===== src/rtl/spi_reg_pkg.sv =====
// Shared types and constants for the SPI command/register controller:
// FSM encoding, command-byte bit positions and the status-byte layout.
package spi_reg_pkg;

    typedef enum logic [2:0] {
        IDLE,
        CMD,
        ADDR,
        WR_DATA,
        RD_DATA
    } state_t;

    localparam int RD_BIT  = 7;
    localparam int INC_BIT = 6;

    localparam logic [3:0] STATUS_ID_DEF = 4'hA;
    localparam logic [7:0] ERR_BYTE_DEF  = 8'hEE;

    // Status byte: {id[3:0], 1'b0, overrun, underrun, 1'b1}
    localparam int STAT_OVR_BIT = 2;
    localparam int STAT_UND_BIT = 1;

    function automatic logic [7:0] status_byte(input logic [3:0] id,
                                               input logic       ovr,
                                               input logic       und);
        logic [7:0] s;
        s               = {id, 4'b0001};
        s[STAT_OVR_BIT] = ovr;
        s[STAT_UND_BIT] = und;
        return s;
    endfunction

endpackage


===== src/rtl/spi_reg_ctrl_if.sv =====
// Register-bus interface between the SPI command controller (master) and
// the register file (slave).
interface spi_reg_ctrl_if #(
    parameter int ADDR_W = 8
);
    // Handshake: the master raises reg_req with reg_we/reg_addr/reg_wdata and
    // holds all four stable until the cycle the slave drives reg_ack; that
    // cycle completes the access (reg_rdata valid for reads) and reg_req drops
    // on the next cycle. Only one access is ever outstanding.
    logic              reg_req;
    logic              reg_we;
    logic [ADDR_W-1:0] reg_addr;
    logic [7:0]        reg_wdata;
    logic              reg_ack;
    logic [7:0]        reg_rdata;

    modport master (
        output reg_req, reg_we, reg_addr, reg_wdata,
        input  reg_ack, reg_rdata
    );

    modport slave (
        input  reg_req, reg_we, reg_addr, reg_wdata,
        output reg_ack, reg_rdata
    );
endinterface


===== src/rtl/reg_bus_master.sv =====
// Single-outstanding register-bus request holder: a launch pulse starts an
// access the next cycle, which is held until acknowledged.
module reg_bus_master #(
    parameter int ADDR_W = 8
) (
    input  logic              clk,
    input  logic              rst,
    input  logic              launch,
    input  logic              we,
    input  logic [ADDR_W-1:0] addr,
    input  logic [7:0]        wdata,
    output logic              busy,
    output logic              rd_done,
    spi_reg_ctrl_if.master    bus
);

    // A launch is ignored while an access is in flight; the caller checks busy.
    always_ff @(posedge clk) begin
        if (rst) begin
            bus.reg_req   <= 1'b0;
            bus.reg_we    <= 1'b0;
            bus.reg_addr  <= '0;
            bus.reg_wdata <= '0;
        end else if (bus.reg_req) begin
            if (bus.reg_ack) begin
                bus.reg_req <= 1'b0;
            end
        end else if (launch) begin
            bus.reg_req   <= 1'b1;
            bus.reg_we    <= we;
            bus.reg_addr  <= addr;
            bus.reg_wdata <= wdata;
        end
    end

    assign busy    = bus.reg_req;
    assign rd_done = bus.reg_req & bus.reg_ack & ~bus.reg_we;

endmodule


===== src/rtl/spi_reg_ctrl.sv =====
// SPI frame parser: command byte, address byte, then a write stream or a
// prefetched read stream over the register bus; owns the slave's tx byte.
module spi_reg_ctrl
    import spi_reg_pkg::*;
#(
    parameter int         ADDR_W    = 8,
    parameter logic [3:0] STATUS_ID = STATUS_ID_DEF,
    parameter logic [7:0] ERR_BYTE  = ERR_BYTE_DEF
) (
    input  logic           clk,
    input  logic           rst,
    input  logic           sv_valid,
    input  logic [7:0]     sv_rx_data,
    input  logic           sv_read,
    input  logic           sv_busy,
    output logic [7:0]     sv_tx_data,
    output logic           err_ovr,
    output logic           err_und,
    output state_t         dbg_state,
    spi_reg_ctrl_if.master bus
);

    state_t            state, state_nxt;
    logic              busy_q;
    logic              cmd_rd, cmd_inc;
    logic              rd_pend, tx_full;
    logic [ADDR_W-1:0] addr, addr_inc, rx_addr;
    logic [7:0]        tx_buf;

    logic              frame_start, frame_end, byte_in;
    logic              wr_launch, wr_drop, rd_now, rd_defer, rd_retry;
    logic              data_read, status_read, und_evt, capture;
    logic              launch, bm_busy, rd_done;
    logic [ADDR_W-1:0] launch_addr;

    assign frame_start = sv_busy & ~busy_q;
    assign frame_end   = ~sv_busy & busy_q;
    assign byte_in     = sv_valid & ~frame_end;
    assign rx_addr     = sv_rx_data[ADDR_W-1:0];
    assign addr_inc    = addr + ADDR_W'(cmd_inc);

    assign wr_launch = (state == WR_DATA) & byte_in & ~bm_busy;
    assign wr_drop   = (state == WR_DATA) & byte_in & bm_busy;
    assign rd_now    = (state == ADDR) & byte_in & cmd_rd & ~bm_busy;
    assign rd_defer  = (state == ADDR) & byte_in & cmd_rd & bm_busy;
    assign rd_retry  = (state == RD_DATA) & rd_pend & ~bm_busy & ~frame_end;

    assign data_read   = sv_read & (state == RD_DATA);
    assign status_read = sv_read & (state != RD_DATA);
    assign und_evt     = data_read & ~tx_full;
    // While a re-read is pending, whatever is in flight is for a stale address.
    assign capture     = (state == RD_DATA) & rd_done & ~rd_pend & ~frame_end;

    assign launch      = wr_launch | rd_now | rd_retry;
    assign launch_addr = (state == ADDR) ? rx_addr : addr;
    assign dbg_state   = state;

    reg_bus_master #(.ADDR_W(ADDR_W)) u_bus (
        .clk     (clk),
        .rst     (rst),
        .launch  (launch),
        .we      (wr_launch),
        .addr    (launch_addr),
        .wdata   (sv_rx_data),
        .busy    (bm_busy),
        .rd_done (rd_done),
        .bus     (bus)
    );

    always_ff @(posedge clk) begin
        if (rst) begin
            state <= IDLE;
        end else begin
            state <= state_nxt;
        end
    end

    always_comb begin
        state_nxt = state;
        if (frame_end) begin
            state_nxt = IDLE;
        end else begin
            case (state)
                IDLE:    if (frame_start) state_nxt = CMD;
                CMD:     if (sv_valid) state_nxt = ADDR;
                ADDR:    if (sv_valid) state_nxt = cmd_rd ? RD_DATA : WR_DATA;
                default: state_nxt = state;
            endcase
        end
    end

    always_ff @(posedge clk) begin
        if (rst) begin
            busy_q     <= 1'b0;
            cmd_rd     <= 1'b0;
            cmd_inc    <= 1'b0;
            addr       <= '0;
            rd_pend    <= 1'b0;
            tx_full    <= 1'b0;
            tx_buf     <= '0;
            sv_tx_data <= '0;
            err_ovr    <= 1'b0;
            err_und    <= 1'b0;
        end else begin
            busy_q <= sv_busy;

            if ((state == CMD) && byte_in) begin
                cmd_rd  <= sv_rx_data[RD_BIT];
                cmd_inc <= sv_rx_data[INC_BIT];
            end

            if ((state == ADDR) && byte_in) begin
                addr <= rx_addr;
            end else if (wr_launch || data_read) begin
                addr <= addr_inc;
            end

            if (frame_end) begin
                rd_pend <= 1'b0;
            end else if (data_read || rd_defer) begin
                rd_pend <= 1'b1;
            end else if (rd_retry) begin
                rd_pend <= 1'b0;
            end

            if (capture) begin
                tx_buf <= bus.reg_rdata;
            end
            if (frame_end || data_read) begin
                tx_full <= 1'b0;
            end else if (capture) begin
                tx_full <= 1'b1;
            end

            if (data_read) begin
                sv_tx_data <= tx_full ? tx_buf : ERR_BYTE;
            end else if (status_read) begin
                sv_tx_data <= status_byte(STATUS_ID, err_ovr, err_und);
            end

            // A fresh error in the same cycle as a status read survives the clear.
            if (wr_drop) begin
                err_ovr <= 1'b1;
            end else if (status_read) begin
                err_ovr <= 1'b0;
            end
            if (und_evt) begin
                err_und <= 1'b1;
            end else if (status_read) begin
                err_und <= 1'b0;
            end
        end
    end

endmodule


===== src/flat_wrapper.sv =====
// flat-port wrapper written by rule: the top's interface ports become plain ports
module spi_reg_ctrl_flat import spi_reg_pkg::*;
#(
    parameter int         ADDR_W    = 8,
    parameter logic [3:0] STATUS_ID = STATUS_ID_DEF,
    parameter logic [7:0] ERR_BYTE  = ERR_BYTE_DEF
)
  (clk, rst, sv_valid, sv_rx_data, sv_read, sv_busy, sv_tx_data, err_ovr, err_und, dbg_state, bus_reg_req, bus_reg_we, bus_reg_addr, bus_reg_wdata, bus_reg_ack, bus_reg_rdata);
  spi_reg_ctrl_if #(.ADDR_W(ADDR_W)) bus_i ();
  input  logic clk;
  input  logic rst;
  input  logic sv_valid;
  input  logic [7:0] sv_rx_data;
  input  logic sv_read;
  input  logic sv_busy;
  output logic [7:0] sv_tx_data;
  output logic err_ovr;
  output logic err_und;
  output state_t dbg_state;
  output wire logic [$bits(bus_i.reg_req)-1:0] bus_reg_req;
  output wire logic [$bits(bus_i.reg_we)-1:0] bus_reg_we;
  output wire logic [$bits(bus_i.reg_addr)-1:0] bus_reg_addr;
  output wire logic [$bits(bus_i.reg_wdata)-1:0] bus_reg_wdata;
  input wire logic [$bits(bus_i.reg_ack)-1:0] bus_reg_ack;
  input wire logic [$bits(bus_i.reg_rdata)-1:0] bus_reg_rdata;
  assign bus_reg_req = bus_i.reg_req;
  assign bus_reg_we = bus_i.reg_we;
  assign bus_reg_addr = bus_i.reg_addr;
  assign bus_reg_wdata = bus_i.reg_wdata;
  assign bus_i.reg_ack = bus_reg_ack;
  assign bus_i.reg_rdata = bus_reg_rdata;
  spi_reg_ctrl #(.ADDR_W(ADDR_W), .STATUS_ID(STATUS_ID), .ERR_BYTE(ERR_BYTE)) u_core (.clk(clk), .rst(rst), .sv_valid(sv_valid), .sv_rx_data(sv_rx_data), .sv_read(sv_read), .sv_busy(sv_busy), .sv_tx_data(sv_tx_data), .err_ovr(err_ovr), .err_und(err_und), .dbg_state(dbg_state), .bus(bus_i));
endmodule

===== config.mk =====
export PLATFORM = sky130hd
export DESIGN_NAME = spi_reg_ctrl_flat
export DESIGN_NICKNAME = d
export VERILOG_FILES = /design/src/rtl/spi_reg_pkg.sv /design/src/rtl/spi_reg_ctrl_if.sv /design/src/rtl/reg_bus_master.sv /design/src/rtl/spi_reg_ctrl.sv /design/src/flat_wrapper.sv
export SDC_FILE = /design/constraint.sdc
export NUM_CORES = 1
export LEC_CHECK = 0
export ABC_AREA = 1
export BUFFER_PORTS_ARGS = -buffer_cell sky130_fd_sc_hd__buf_2
export CAP_MARGIN = 20
export CORE_MARGIN = 10
export CORE_UTILIZATION = 49
export DETAILED_ROUTE_END_ITERATION = 10
export GPL_TIMING_DRIVEN = 1
export PLACE_DENSITY_LB_ADDON = 0.08
export SYNTH_ARGS = -nofsm -noshare
export SYNTH_HDL_FRONTEND = slang
export SYNTH_SLANG_ARGS = --single-unit

===== constraint.sdc =====
create_clock -name clk -period 1.2 [get_ports clk]
set_input_delay 0 -clock clk [delete_from_list [all_inputs] [get_ports clk]]
set_output_delay 0 -clock clk [all_outputs]
set_load 0.05 [all_outputs]

# == After elaboration in Yosys (flattened, before gate mapping) ==
# Cells that the tools add are included.
# classes
bitwise_logic,30
n_addsub,1
reduce_logical,16
n_eq_ne,8
n_mux,19
# op_table
op,count
8-bit 2-to-1 mux,6
1-bit bitwise AND,21
3-bit 2-to-1 mux,4
2-bit nonzero test,5
3-bit case mux with 3 select lines,1
8-bit by 1-bit adder with 8-bit output,1
1-bit 2-to-1 mux,8
1-bit NOT,7
3-bit by 2-bit equality test with 1-bit output (second input constant),2
2-bit inequality test (second input constant),2
4-bit AND reduction,1
2-bit OR reduction,2
3-bit by 1-bit equality test with 1-bit output (second input constant),1
3-bit equality test (second input constant),1
3-bit zero test,1
1-bit logical OR,3
3-bit inequality test (second input constant),1
3-bit nonzero test,1
1-bit logical AND,2
2-bit by 1-bit inequality test with 1-bit output (second input constant),1
1-bit OR,2
2-bit AND reduction,1
# word_totals
wordCells,89
in_bits,22
regBits,52

# == Logic depth before layout (Yosys ltp) ==
# Gate-level depths: netlist of the first run.
# depth
word_depth,11
depth_mapped,10
depth_no_buf,9

# == By module ==
# A second synthesis of the first run with hierarchy kept.
# hier_totals
hier_cells,364
hier_area_um2,2513.7
# modules_own_cells
mod,seq_area_each_um2,cells_per_inst,instances,area_each_um2
spi_reg_ctrl,680.7,246,1,1719.1
reg_bus_master,360.3,118,1,794.5

# == Worst setup path after synthesis of the first run ==
# Ideal clock, no wire load.
# synth_path
path_type,register -> register
from,register u_core.state[1] (netlist: u_core.dbg_state[1])
to,register u_core.u_bus.bus.reg_addr[5]
required_ns,1.088
path_buffers,1
path_slack_ns,-0.474
stages_incl_launch_ff,9
arrival_time_ns,1.563
period_less_slack_ns,1.674
path_cell_list,dfxtp_1 > nand3_4 > nor2_4 > nand2_1 > nand3_2 > nand2_4 > buf_6 > nor2_2 > nor2_1
# synth_via
elab_chain_len,7
word_cells_on_any_way,15
# synth_rtl
item,line,source
"start, declared",spi_reg_ctrl.sv:23,"state_t state, state_nxt;"
"start signal, assigned",spi_reg_ctrl.sv:74,state <= state_nxt;
3-bit by 2-bit equality test with 1-bit output,"spi_reg_ctrl.sv:44, spi_reg_ctrl.sv:55",
1-bit bitwise AND (3 in series),spi_reg_ctrl.sv:44,assign rd_now = (state == ADDR) & byte_in & cmd_rd & ~bm_busy;
1-bit OR (2 in series),spi_reg_ctrl.sv:54,assign launch = wr_launch | rd_now | rd_retry;
2-bit AND reduction (no source line),-,
"end signal, assigned",reg_bus_master.sv:31,bus.reg_addr <= addr;
"end, declared",spi_reg_ctrl_if.sv:18,"output reg_req, reg_we, reg_addr, reg_wdata,"
# Several ways; a longest one is shown, not always the timed one.
# A chain may end at the register's enable or synchronous reset.

# == Worst setup path in the final report of the first run ==
# layout_path
from,register u_core.state[1] (netlist: u_core.dbg_state[1])
to,register u_core.rd_pend
# layout_via
elab_chain_len,6
word_cells_on_any_way,12
# layout_rtl
item,line,source
3-bit by 2-bit equality test with 1-bit output,spi_reg_ctrl.sv:45,assign rd_defer = (state == ADDR) & byte_in & cmd_rd & bm_busy;
1-bit bitwise AND (3 in series),spi_reg_ctrl.sv:45,
1-bit logical OR,spi_reg_ctrl.sv:120,end else if (data_read || rd_defer) begin
1-bit 2-to-1 mux or 2-bit nonzero test (tied branches),-,
"end signal, assigned",spi_reg_ctrl.sv:119,rd_pend <= 1'b0;
"end signal, assigned",spi_reg_ctrl.sv:121,rd_pend <= 1'b1;
"end signal, assigned",spi_reg_ctrl.sv:123,rd_pend <= 1'b0;
"end, declared",spi_reg_ctrl.sv:26,"logic rd_pend, tx_full;"
# Several ways; a longest one is shown, not always the timed one.

==> run summary, run 1 <==
Worst Hold Launch: bus_reg_ack
total number of vias: 2771
Synth top area share: 40.88%
Wirelength per Cell: 14.38 um
CTS tree: done
internal reg-to-reg setup slack: -0.16 ns
clock network power share: 30.0%
Nets: 503
WL final: 7907 um
CTS root buf: clkbuf_8
Row Count: 26
Chip Height: 92.09 um
violated checks: setup timing
Post-synth top cells: nand2_1 (69), nor2_1 (60), dfxtp_1 (52), inv_1 (42), o21ai_0 (34)
Initial Util: 50.17%
core box area: 5075 um^2
final setup fails: 41
status: complete, but fails checks
Die Area: 8480 um^2
VDD IR-drop max: 0.7367 mV
Critical Path Max Stage Delay: 0.38 ns
worst reg2reg path depth: 7
clock-pin slew of the registers on the worst-case setup and hold paths: 0.10 ns
Cells after DPL: 506
largest cells by area after synthesis: dfxtp_1 (41%), nand2_1 (10%), nor2_1 (8.8%), o21ai_0 (6.7%), inv_1 (6.2%)
M3 GR Usage: 4.075%
Static Leak: 1.796 nW
Final Util: 74.61%
setup TNS: -3.492 ns
GP Congestion: 0.8442
critical-path cell list: inv_2, nand3_4, nor2_4, nand2_4, buf_12, a21oi_2, a21oi_1
Mapped Cells: 370
clk_skew: 0.006658 ns
Critical R2R Launch: u_core.dbg_state[1]$_SDFFE_PP0P_
CP max-delay cell: dfxtp_4
combinational power share: 24.0%
Sw Ratio: 31.97%
asr flop ratio synth: 0%
initial DRC count: 202
TritonCTS buffer count: 5
sw power: 1.305 mW
Hold Crit Class: in2reg
pin count of the biggest net entering global routing: 38
Worst-Skew Late Latency: 0.31 ns
PortBufs: 52
Fin. Hold Viols: 0
post-route clock period utilization: 113.0%
MaxCap Viol Count: 0
Seq/Total Area, Yosys: 40.88%
GRT Total Usage: 17.36%
CTS Buffer Depth: 2
GR met2 Demand/Resource: 27.29%
R2R Path End: u_core.rd_pend$_SDFFE_PP0P_
Setup WS post-layout: -0.1557 ns
RSZ-0062 raised after global routing: true
most common cell in the netlist: nand2_1
Critical Path RT: 1.40 ns
Yosys cell types: 28
class of the most critical setup path: reg2reg
Routed Antenna Nets: 0
diode count: 0
Pins Over Slew Limit: 0
Synth area leader: dfxtp_1
layout cells sized above 1: 36.46%
internal power: 2.777 mW
fmax: 737.6 MHz
crit path launch type: flip-flop
Max Fanout on Critical Path: 19
minimum clock period: 1.356 ns
flops & latches, synth: 52
hpwl dp: 4854 um
Die W: 92.09 um
hold depth: 4
slew of the pin with the lowest slew margin: 0.3634 ns
drt via density: 5.038
Fillers: 411
grt met1 use: 23.06%
Yosys warning count: 0
Seq pwr share: 46.0%
top_reg_cell synth: dfxtp_1
initial antenna violation count: 0
worst hold path endpoint: u_core.u_bus.bus.reg_req$_SDFF_PP0_
GR peak layer: met2
syn_nets: 394
I/O Pins: 53
global-route wire length before repair: 12370 um
nature of the critical path endpoint: flip-flop
vias in the first global route: 2550
1st-pass router iterations: 5
PwrDens: 1078 nW/um^2
Power Total: 4.081 mW
syn_area_per_cell: 6.882 um^2
drt drc: 0
CP arrival: 1.56 ns
clk sinks: 52
filler-free cell count of the finished design: 550
Syn Std Cell Area: 2546 um^2
Slew headroom: 75.74%
GR Overflow Total: 0
H-tree depth: 2
number of synthesized flops with an enable pin: 0
Area Growth Syn to Fin: 48.70%
==> area by class of cell <==
type,count,area (um^2),share of cell area [%]
repair buffers,113,827.0,21.84
inverters,49,195.2,5.155
clock buffers,7,107.6,2.842
clock inverters,1,8.758,0.2313
flip-flops and latches,52,1061,28.02
well taps,70,87.58,2.313
multi-input cells,258,1499,39.59
==> worst max-delay path, delay by kind of cell, from the launching register on <==
family	cells	cell delay, ns
AND/OR/NAND/NOR	3	0.39
flip-flops	1	0.38
buffers and inverters	2	0.23
AO/OA/AOI/OAI	2	0.23
==> metal layers <==
metal	vias to the layer above	part of all wire, %
met1	1247	45
met4	0	1.1
met5	-	0
met3	9	7.1
met2	101	47
li1	1414	-
==> flip-flops by register name, indices dropped and copies added (netlist names) <==
name	cells
u_core.err_und	1
u_core.busy_q	1
u_core.tx_buf	8
u_core.u_bus.bus.reg_req	1
u_core.u_bus.bus.reg_wdata	8
u_core.addr	8
u_core.u_bus.bus.reg_addr	8
u_core.tx_full	1
u_core.dbg_state	3
u_core.u_bus.bus.reg_we	1
u_core.cmd_rd	1
u_core.err_ovr	1
u_core.sv_tx_data	8
u_core.rd_pend	1
u_core.cmd_inc	1
==> power groups by stage <==
| stage | logic [mW] | clock network, mW | registers [mW] |
|---|---|---|---|
| finish | 0.979 | 1.23 | 1.88 |
| floorplan | 0.359 | 0 | 2.05 |
| global placement | 0.763 | 0 | 1.90 |
| global route | 1.07 | 1.30 | 1.89 |
| detailed placement | 0.768 | 0 | 1.90 |
| CTS | 0.936 | 1.22 | 1.87 |
==> kinds of logic after synthesis <==
kind of cell | count (synthesis) | synth area share (%)
AO/OA/AOI/OAI | 58 | 11.65
XOR/XNOR | 3 | 1.032
adder cells (fa/ha/maj) | 2 | 0.9826
buffers and inverters | 64 | 10.81
flip-flops | 52 | 40.88
AND/OR/NAND/NOR | 191 | 34.64
==> worst max-delay path by stage <==
stage                                     start                                          to  slack (ns)  cells after the start
3_5_place_dp           u_core.busy_q$_SDFF_PP0_                 u_core.addr[3]$_SDFFE_PP0P_       -0.21                      8
5_1_grt        u_core.dbg_state[1]$_SDFFE_PP0P_               u_core.tx_buf[1]$_SDFFE_PP0P_       -0.22                      7
3_3_place_gp           u_core.busy_q$_SDFF_PP0_                 u_core.addr[3]$_SDFFE_PP0P_       -0.21                      8
6_report       u_core.dbg_state[1]$_SDFFE_PP0P_                 u_core.rd_pend$_SDFFE_PP0P_       -0.16                      7
4_1_cts        u_core.dbg_state[0]$_SDFFE_PP0P_  u_core.u_bus.bus.reg_wdata[4]$_SDFFE_PP0P_       -0.09                      8
2_1_floorplan  u_core.dbg_state[0]$_SDFFE_PP0P_   u_core.u_bus.bus.reg_addr[5]$_SDFFE_PP0P_       -0.13                      9
==> through the flow <==
stage | worst slack (ns) | hold slack [ns] | area (um^2)
finish | -0.1557 | 0.005854 | 3786
global placement | -0.2074 | 0.2470 | 3095
detailed placement | -0.2131 | 0.2513 | 3095
global route | -0.2233 | 0.02346 | 3786
CTS | -0.08772 | 0.002136 | 3671
floorplan | -0.1326 | 0.1174 | 2599
==> placed cells by master, fill, tap and decap left out, types with 2 or more instances in the layout <==
cell           count
nand3_1           17
nand3_2            5
nand3_4            6
nor2_4             6
nor2_1            55
nand2_2            5
nand2_4            7
buf_12             3
dlygate4sd3_1     18
inv_2              5
nand2_8            2
buf_4             33
o21ai_1           15
dfxtp_2            4
inv_1             39
nor2_2            13
buf_2             52
ha_4               2
nand4_1           18
xor2_1             2
o21ai_2            5
inv_4              3
nand2_1           59
dfxtp_1           44
a21oi_1           17
dfxtp_4            4
o21ai_0           16
a21oi_2            2
buf_6              7
clkbuf_8           6
==> what timing repair did <==
item,in CTS,in global routing
buffers inserted,8,5
setup endpoints to repair,39,47
hold endpoints to repair,19,0
hold buffers,18,0
gates cloned,4,1
resized for setup,54,23
pin swaps,19,8
Note: power is estimated with default switching activity, not from simulation.
==> run 2, diff against run 1 <==
--- a/config.mk
+++ b/config.mk
@@ -6,12 +6,13 @@
 export NUM_CORES = 1
 export LEC_CHECK = 0
 export ABC_AREA = 1
-export BUFFER_PORTS_ARGS = -buffer_cell sky130_fd_sc_hd__buf_2
-export CAP_MARGIN = 20
+export BUFFER_PORTS_ARGS = -buffer_cell sky130_fd_sc_hd__buf_4
+export CAP_MARGIN = 0
 export CORE_MARGIN = 10
 export CORE_UTILIZATION = 49
 export DETAILED_ROUTE_END_ITERATION = 10
 export GPL_TIMING_DRIVEN = 1
+export HOLD_SLACK_MARGIN = 0.15
 export PLACE_DENSITY_LB_ADDON = 0.08
 export SYNTH_ARGS = -nofsm -noshare
 export SYNTH_HDL_FRONTEND = slang
==> run summary, run 2 (synthesis results as in run 1) <==
final setup fails: 40 (was 41)
nature of the critical path endpoint: flip-flop (unchanged)
Slew headroom: 69.29% (was 75.74%)
clk sinks: 52 (unchanged)
minimum clock period: 1.372 ns (was 1.356 ns)
Die Area: 8480 um^2 (unchanged)
internal power: 2.853 mW (was 2.777 mW)
Critical Path RT: 1.42 ns (was 1.40 ns)
Hold Crit Class: in2reg (unchanged)
Row Count: 26 (unchanged)
violated checks: setup timing (unchanged)
MaxCap Viol Count: 0 (unchanged)
Max Fanout on Critical Path: 8 (was 19)
clock network power share: 29.1% (was 30.0%)
hpwl dp: 5117 um (was 4854 um)
Cells after DPL: 507 (was 506)
pin count of the biggest net entering global routing: 25 (was 38)
WL final: 7982 um (was 7907 um)
CTS tree: done (unchanged)
fmax: 728.8 MHz (was 737.6 MHz)
sw power: 1.322 mW (was 1.305 mW)
GRT Total Usage: 18.45% (was 17.36%)
H-tree depth: 2 (unchanged)
Area after DPL: 3208 um^2 (was 3095 um^2)
commonest non-fill, non-tap cell in the layout: buf_4 (was nand2_1)
Fin. Hold Viols: 0 (unchanged)
PwrDens: 1067 nW/um^2 (was 1078 nW/um^2)
drt drc: 0 (unchanged)
Static Leak: 1.768 nW (was 1.796 nW)
Finished Cell Area: 3913 um^2 (was 3786 um^2)
CTS root buf: clkbuf_8 (unchanged)
filler-free cell count of the finished design: 548 (was 550)
initial DRC count: 241 (was 202)
TritonCTS buffer count: 5 (unchanged)
Chip Height: 92.09 um (unchanged)
DP Worst Slack: -0.1563 ns (was -0.2131 ns)
vias in the first global route: 2734 (was 2550)
CTS Buffer Depth: 2 (unchanged)
GP Congestion: 0.8640 (was 0.8442)
Final Util: 77.10% (was 74.61%)
I/O Pins: 53 (unchanged)
class of the most critical setup path: reg2reg (unchanged)
post-route clock period utilization: 114.3% (was 113.0%)
crit path launch type: flip-flop (unchanged)
Power Total: 4.175 mW (was 4.081 mW)
Sw Ratio: 31.66% (was 31.97%)
global-route wire length before repair: 13200 um (was 12370 um)
hold depth: 5 (was 4)
diode count: 0 (unchanged)
clk_skew: 0.003858 ns (was 0.006658 ns)
worst reg2reg path depth: 8 (was 7)
Nets: 501 (was 503)
Wirelength per Cell: 14.57 um (was 14.38 um)
combinational power share: 26.0% (was 24.0%)
Pins Over Slew Limit: 0 (unchanged)
PortBufs: 52 (unchanged)
CP arrival: 1.59 ns (was 1.56 ns)
total number of vias: 2738 (was 2771)
core box area: 5075 um^2 (unchanged)
drt via density: 4.996 (was 5.038)
Worst Hold Margin: 0.1439 ns (was 0.005854 ns)
clock-pin slew of the registers on the worst-case setup and hold paths: 0.10 ns (about the same)
slew of the pin with the lowest slew margin: 0.4601 ns (was 0.3634 ns)
Initial Util: 50.17% (unchanged)
status: complete, but fails checks (unchanged)
Die W: 92.09 um (unchanged)
Routed Antenna Nets: 0 (unchanged)
Area Growth Syn to Fin: 53.66% (was 48.70%)
Worst-Skew Late Latency: 0.31 ns (about the same)
VDD IR-drop max: 0.6731 mV (was 0.7367 mV)
RSZ-0062 raised after global routing: true (unchanged)
1st-pass router iterations: 5 (unchanged)
GR Overflow Total: 0 (unchanged)
commonest cells after routing, fill and taps aside: buf_4 (81), nand2_1 (59), nor2_1 (48), dfxtp_1 (44), inv_1 (41) (was nand2_1 (59), nor2_1 (55), buf_2 (52), dfxtp_1 (44), inv_1 (39))
Setup WS post-layout: -0.1721 ns (was -0.1557 ns)
initial antenna violation count: 0 (unchanged)
setup TNS: -4.131 ns (was -3.492 ns)
layout cells sized above 1: 36.40% (was 36.46%)
Seq pwr share: 45.0% (was 46.0%)
run 2: critical path: stages (launching register included):
cell and delay [ns]:
dfxtp_4 0.37, inv_4 0.07, nand3_4 0.10, nor2_4 0.20, nand2_2 0.11, nand3_4 0.14, nand2_8 0.11, nor2_2 0.11
nor2_1 0.06
run 2: area by class of cell:
cell class / count / area [um^2]
clock buffers: 7 / 107.6
clock inverters: 1 / 8.758
fillers: 368 / 1162
inverters: 49 / 193.9
multi-input cells: 257 / 1515
flip-flops and latches: 52 / 1061
well taps: 70 / 87.58
repair buffers: 112 / 938.4
run 2: path summary, 6_finish.rpt:
| check | slack [ns] | startpoint | to |
|---|---|---|---|
| hold / removal | 0.14 | sv_valid | u_core.dbg_state[1]$_SDFFE_PP0P_ |
| setup reg to reg | -0.17 | u_core.dbg_state[0]$_SDFFE_PP0P_ | u_core.u_bus.bus.reg_wdata[0]$_SDFFE_PP0P_ |
| hold reg to reg | 0.47 | u_core.sv_tx_data[6]$_SDFFE_PP0P_ | u_core.sv_tx_data[6]$_SDFFE_PP0P_ |
| setup / recovery | -0.17 | u_core.dbg_state[0]$_SDFFE_PP0P_ | u_core.u_bus.bus.reg_wdata[0]$_SDFFE_PP0P_ |
run 2: timing repair:
action	in CTS	in global routing
resized for setup	50	35
setup endpoints to repair	40	50
pin swaps	14	9
cloned	2	1
setup buffers	4	5
hold buffers	21	1
endpoints found under the hold margin	41	1
run 2: power by group through the flow:
stage	sequential, mW	combinational [mW]	clock [mW]
final	1.88	1.08	1.21
after CTS	1.87	0.964	1.22
after floorplan	2.05	0.359	0
after global placement	1.90	0.816	0
after detailed placement	1.90	0.823	0
after global routing	1.89	1.18	1.29
run 2: per-layer routing:
metal | GRT usage, % | part of all wire, % | vias up
met2 | 29.88 | 48 | 80
met3 | 4.401 | 5.7 | 15
li1 | - | - | 1410
met1 | 24.07 | 45 | 1233
met5 | 0 | 0 | -
met4 | 4.499 | 1.3 | 0
==> run 3, diff against run 2 <==
--- a/config.mk
+++ b/config.mk
@@ -8,8 +8,9 @@
 export ABC_AREA = 1
 export BUFFER_PORTS_ARGS = -buffer_cell sky130_fd_sc_hd__buf_4
 export CAP_MARGIN = 0
+export CORE_ASPECT_RATIO = 2
 export CORE_MARGIN = 10
-export CORE_UTILIZATION = 49
+export CORE_UTILIZATION = 30
 export DETAILED_ROUTE_END_ITERATION = 10
 export GPL_TIMING_DRIVEN = 1
 export HOLD_SLACK_MARGIN = 0.15
==> run summary, run 3 (synthesis results as in run 1) <==
status: complete, but fails checks (unchanged)
violated checks: setup timing (unchanged)
H-tree depth: 2 (unchanged)
Fin. Hold Viols: 0 (unchanged)
global-route wire length before repair: 13810 um (was 13200 um)
MaxCap Viol Count: 0 (unchanged)
VDD IR-drop max: 0.9865 mV (was 0.6731 mV)
worst reg2reg path depth: 8 (unchanged)
core box area: 8292 um^2 (was 5075 um^2)
Slew headroom: 76.19% (was 69.29%)
class of the most critical setup path: reg2reg (unchanged)
Worst-Skew Late Latency: 0.30 ns (was 0.31 ns)
Critical R2R Launch: u_core.dbg_state[1]$_SDFFE_PP0P_ (was u_core.dbg_state[0]$_SDFFE_PP0P_)
Initial Util: 30.71% (was 50.17%)
diode count: 0 (unchanged)
Max Fanout on Critical Path: 12 (was 8)
Routed Antenna Nets: 0 (unchanged)
hpwl dp: 6326 um (was 5117 um)
Row Count: 47 (was 26)
Fillers: 868 (was 368)
PortBufs: 52 (unchanged)
drt drc: 0 (unchanged)
pin count of the biggest net entering global routing: 24 (was 25)
Worst Hold Launch: sv_valid (unchanged)
vias in the first global route: 2842 (was 2734)
PwrDens: 1129 nW/um^2 (was 1067 nW/um^2)
GRT Total Usage: 13.33% (was 18.45%)
layout cells sized above 1: 34.24% (was 36.40%)
CTS Buffer Depth: 2 (unchanged)
Die W: 85.15 um (was 92.09 um)
CTS tree: done (unchanged)
final setup fails: 39 (was 40)
Pins Over Slew Limit: 0 (unchanged)
setup TNS: -3.955 ns (was -4.131 ns)
Die Area: 12800 um^2 (was 8480 um^2)
TritonCTS buffer count: 5 (unchanged)
GP Congestion: 0.8488 (was 0.8640)
filler-free cell count of the finished design: 574 (was 548)
CTS root buf: clkbuf_16 (was clkbuf_8)
internal reg-to-reg setup slack: -0.14 ns (was -0.17 ns)
Static Leak: 1.761 nW (was 1.768 nW)
I/O Pins: 53 (unchanged)
clk_skew: 0.008565 ns (was 0.003858 ns)
total number of vias: 2708 (was 2738)
initial antenna violation count: 0 (unchanged)
drt via density: 4.718 (was 4.996)
Area Growth Syn to Fin: 51.15% (was 53.66%)
Worst Hold Margin: 0.1365 ns (was 0.1439 ns)
1st-pass router iterations: 4 (was 5)
WL final: 8346 um (was 7982 um)
Hold Crit Class: in2reg (unchanged)
RSZ-0062 raised after global routing: true (unchanged)
R2R Path End: u_core.u_bus.bus.reg_addr[0]$_SDFFE_PP0P_ (was u_core.u_bus.bus.reg_wdata[0]$_SDFFE_PP0P_)
Nets: 499 (was 501)
Chip Height: 150.3 um (was 92.09 um)
crit path launch type: flip-flop (unchanged)
Setup WS post-layout: -0.1407 ns (was -0.1721 ns)
slew of the pin with the lowest slew margin: 0.3545 ns (was 0.4601 ns)
clk sinks: 52 (unchanged)
initial DRC count: 124 (was 241)
hold depth: 4 (was 5)
GR Overflow Total: 0 (unchanged)
worst hold path endpoint: u_core.cmd_inc$_SDFFE_PP0P_ (was u_core.dbg_state[1]$_SDFFE_PP0P_)
Wirelength per Cell: 14.54 um (was 14.57 um)
Critical Path RT: 1.44 ns (was 1.42 ns)
minimum clock period: 1.341 ns (was 1.372 ns)
fmax: 745.9 MHz (was 728.8 MHz)
CP arrival: 1.58 ns (was 1.59 ns)
commonest non-fill, non-tap cell in the layout: buf_4 (unchanged)
nature of the critical path endpoint: flip-flop (unchanged)
post-route clock period utilization: 111.7% (was 114.3%)
Cells after DPL: 539 (was 507)
commonest cells after routing, fill and taps aside: buf_4 (86), nand2_1 (60), nor2_1 (51), dfxtp_1 (44), inv_1 (41) (was buf_4 (81), nand2_1 (59), nor2_1 (48), dfxtp_1 (44), inv_1 (41))
clock-pin slew of the registers on the worst-case setup and hold paths: 0.07 ns (was 0.10 ns)
## run 3: changes by cell type in the layout (fill, tap and decap cells not counted), sizes merged
cell         change
nand3            -1
clkbuf           -1
buf              +1
nand2            -1
inv              +1
dlygate4sd3      -1
## run 3: power by group
part / switching (mW) / total (mW) / internal (mW)
Clock: 0.687 / 1.47 / 0.782
Sequential: 0.0681 / 1.87 / 1.80
Combinational: 0.594 / 1.01 / 0.416
## run 3: final cells by class
type | count | area, um^2 | share of cell area [%]
repair buffers | 112 | 905.9 | 23.54
inverters | 49 | 196.4 | 5.104
well taps | 98 | 122.6 | 3.186
flip-flops and latches | 52 | 1061 | 27.57
clock inverters | 2 | 15.01 | 0.3901
clock buffers | 6 | 128.9 | 3.349
multi-input cells | 255 | 1419 | 36.87
## run 3: worst max-delay path, cell delays in order, from the launching register on
cell and delay (ns):
dfxtp_4 0.37, inv_2 0.07, nand3_2 0.16, nor2_4 0.16
nand2_2 0.09, buf_4 0.20, nand4_1 0.10, nand2_1 0.05
nor2_1 0.08
## run 3: worst max path at each step
stage / startpoint / to / slack [ns] / cells after the start
detailed placement: u_core.dbg_state[1]$_SDFFE_PP0P_ / u_core.tx_buf[6]$_SDFFE_PP0P_ / -0.27 / 7
CTS: u_core.dbg_state[0]$_SDFFE_PP0P_ / u_core.u_bus.bus.reg_addr[4]$_SDFFE_PP0P_ / -0.16 / 7
floorplan: u_core.dbg_state[0]$_SDFFE_PP0P_ / u_core.u_bus.bus.reg_addr[5]$_SDFFE_PP0P_ / -0.13 / 9
global route: u_core.dbg_state[0]$_SDFFE_PP0P_ / u_core.u_bus.bus.reg_req$_SDFF_PP0_ / -0.24 / 7
global placement: u_core.busy_q$_SDFF_PP0_ / u_core.tx_buf[3]$_SDFFE_PP0P_ / -0.24 / 7
finish: u_core.dbg_state[1]$_SDFFE_PP0P_ / u_core.u_bus.bus.reg_addr[0]$_SDFFE_PP0P_ / -0.14 / 8
## run 3: timing repair
action                     in CTS  in global routing
resized for setup              28                 30
hold endpoints to repair       39                  0
hold buffers                   21                  0
setup endpoints to repair      43                 47
buffers inserted                0                  4
pin swaps                       9                  5
gates cloned                    2                  0
## run 3: stage by stage
stage	util, %	cell area, um^2	total power, mW	worst slack (ns)
after floorplan	-	2599	2.406	-0.1326
after global placement	39.32	3261	2.775	-0.2392
after detailed placement	39.32	3261	2.778	-0.2653
after CTS	45.21	3749	4.342	-0.1552
after global routing	46.42	3849	4.555	-0.2420
final	46.42	3849	4.346	-0.1407
## run 3: layer usage
layer  track usage, %  wire (um)  share of wire [%]  vias to the layer above
met2            26.20       4785                 57                       48
met5                0          0                  0                        -
met3            3.193        364                4.4                       11
met1            12.13       2978                 36                     1256
li1                 -          -                  -                     1393
met4            6.291        218                2.6                        0
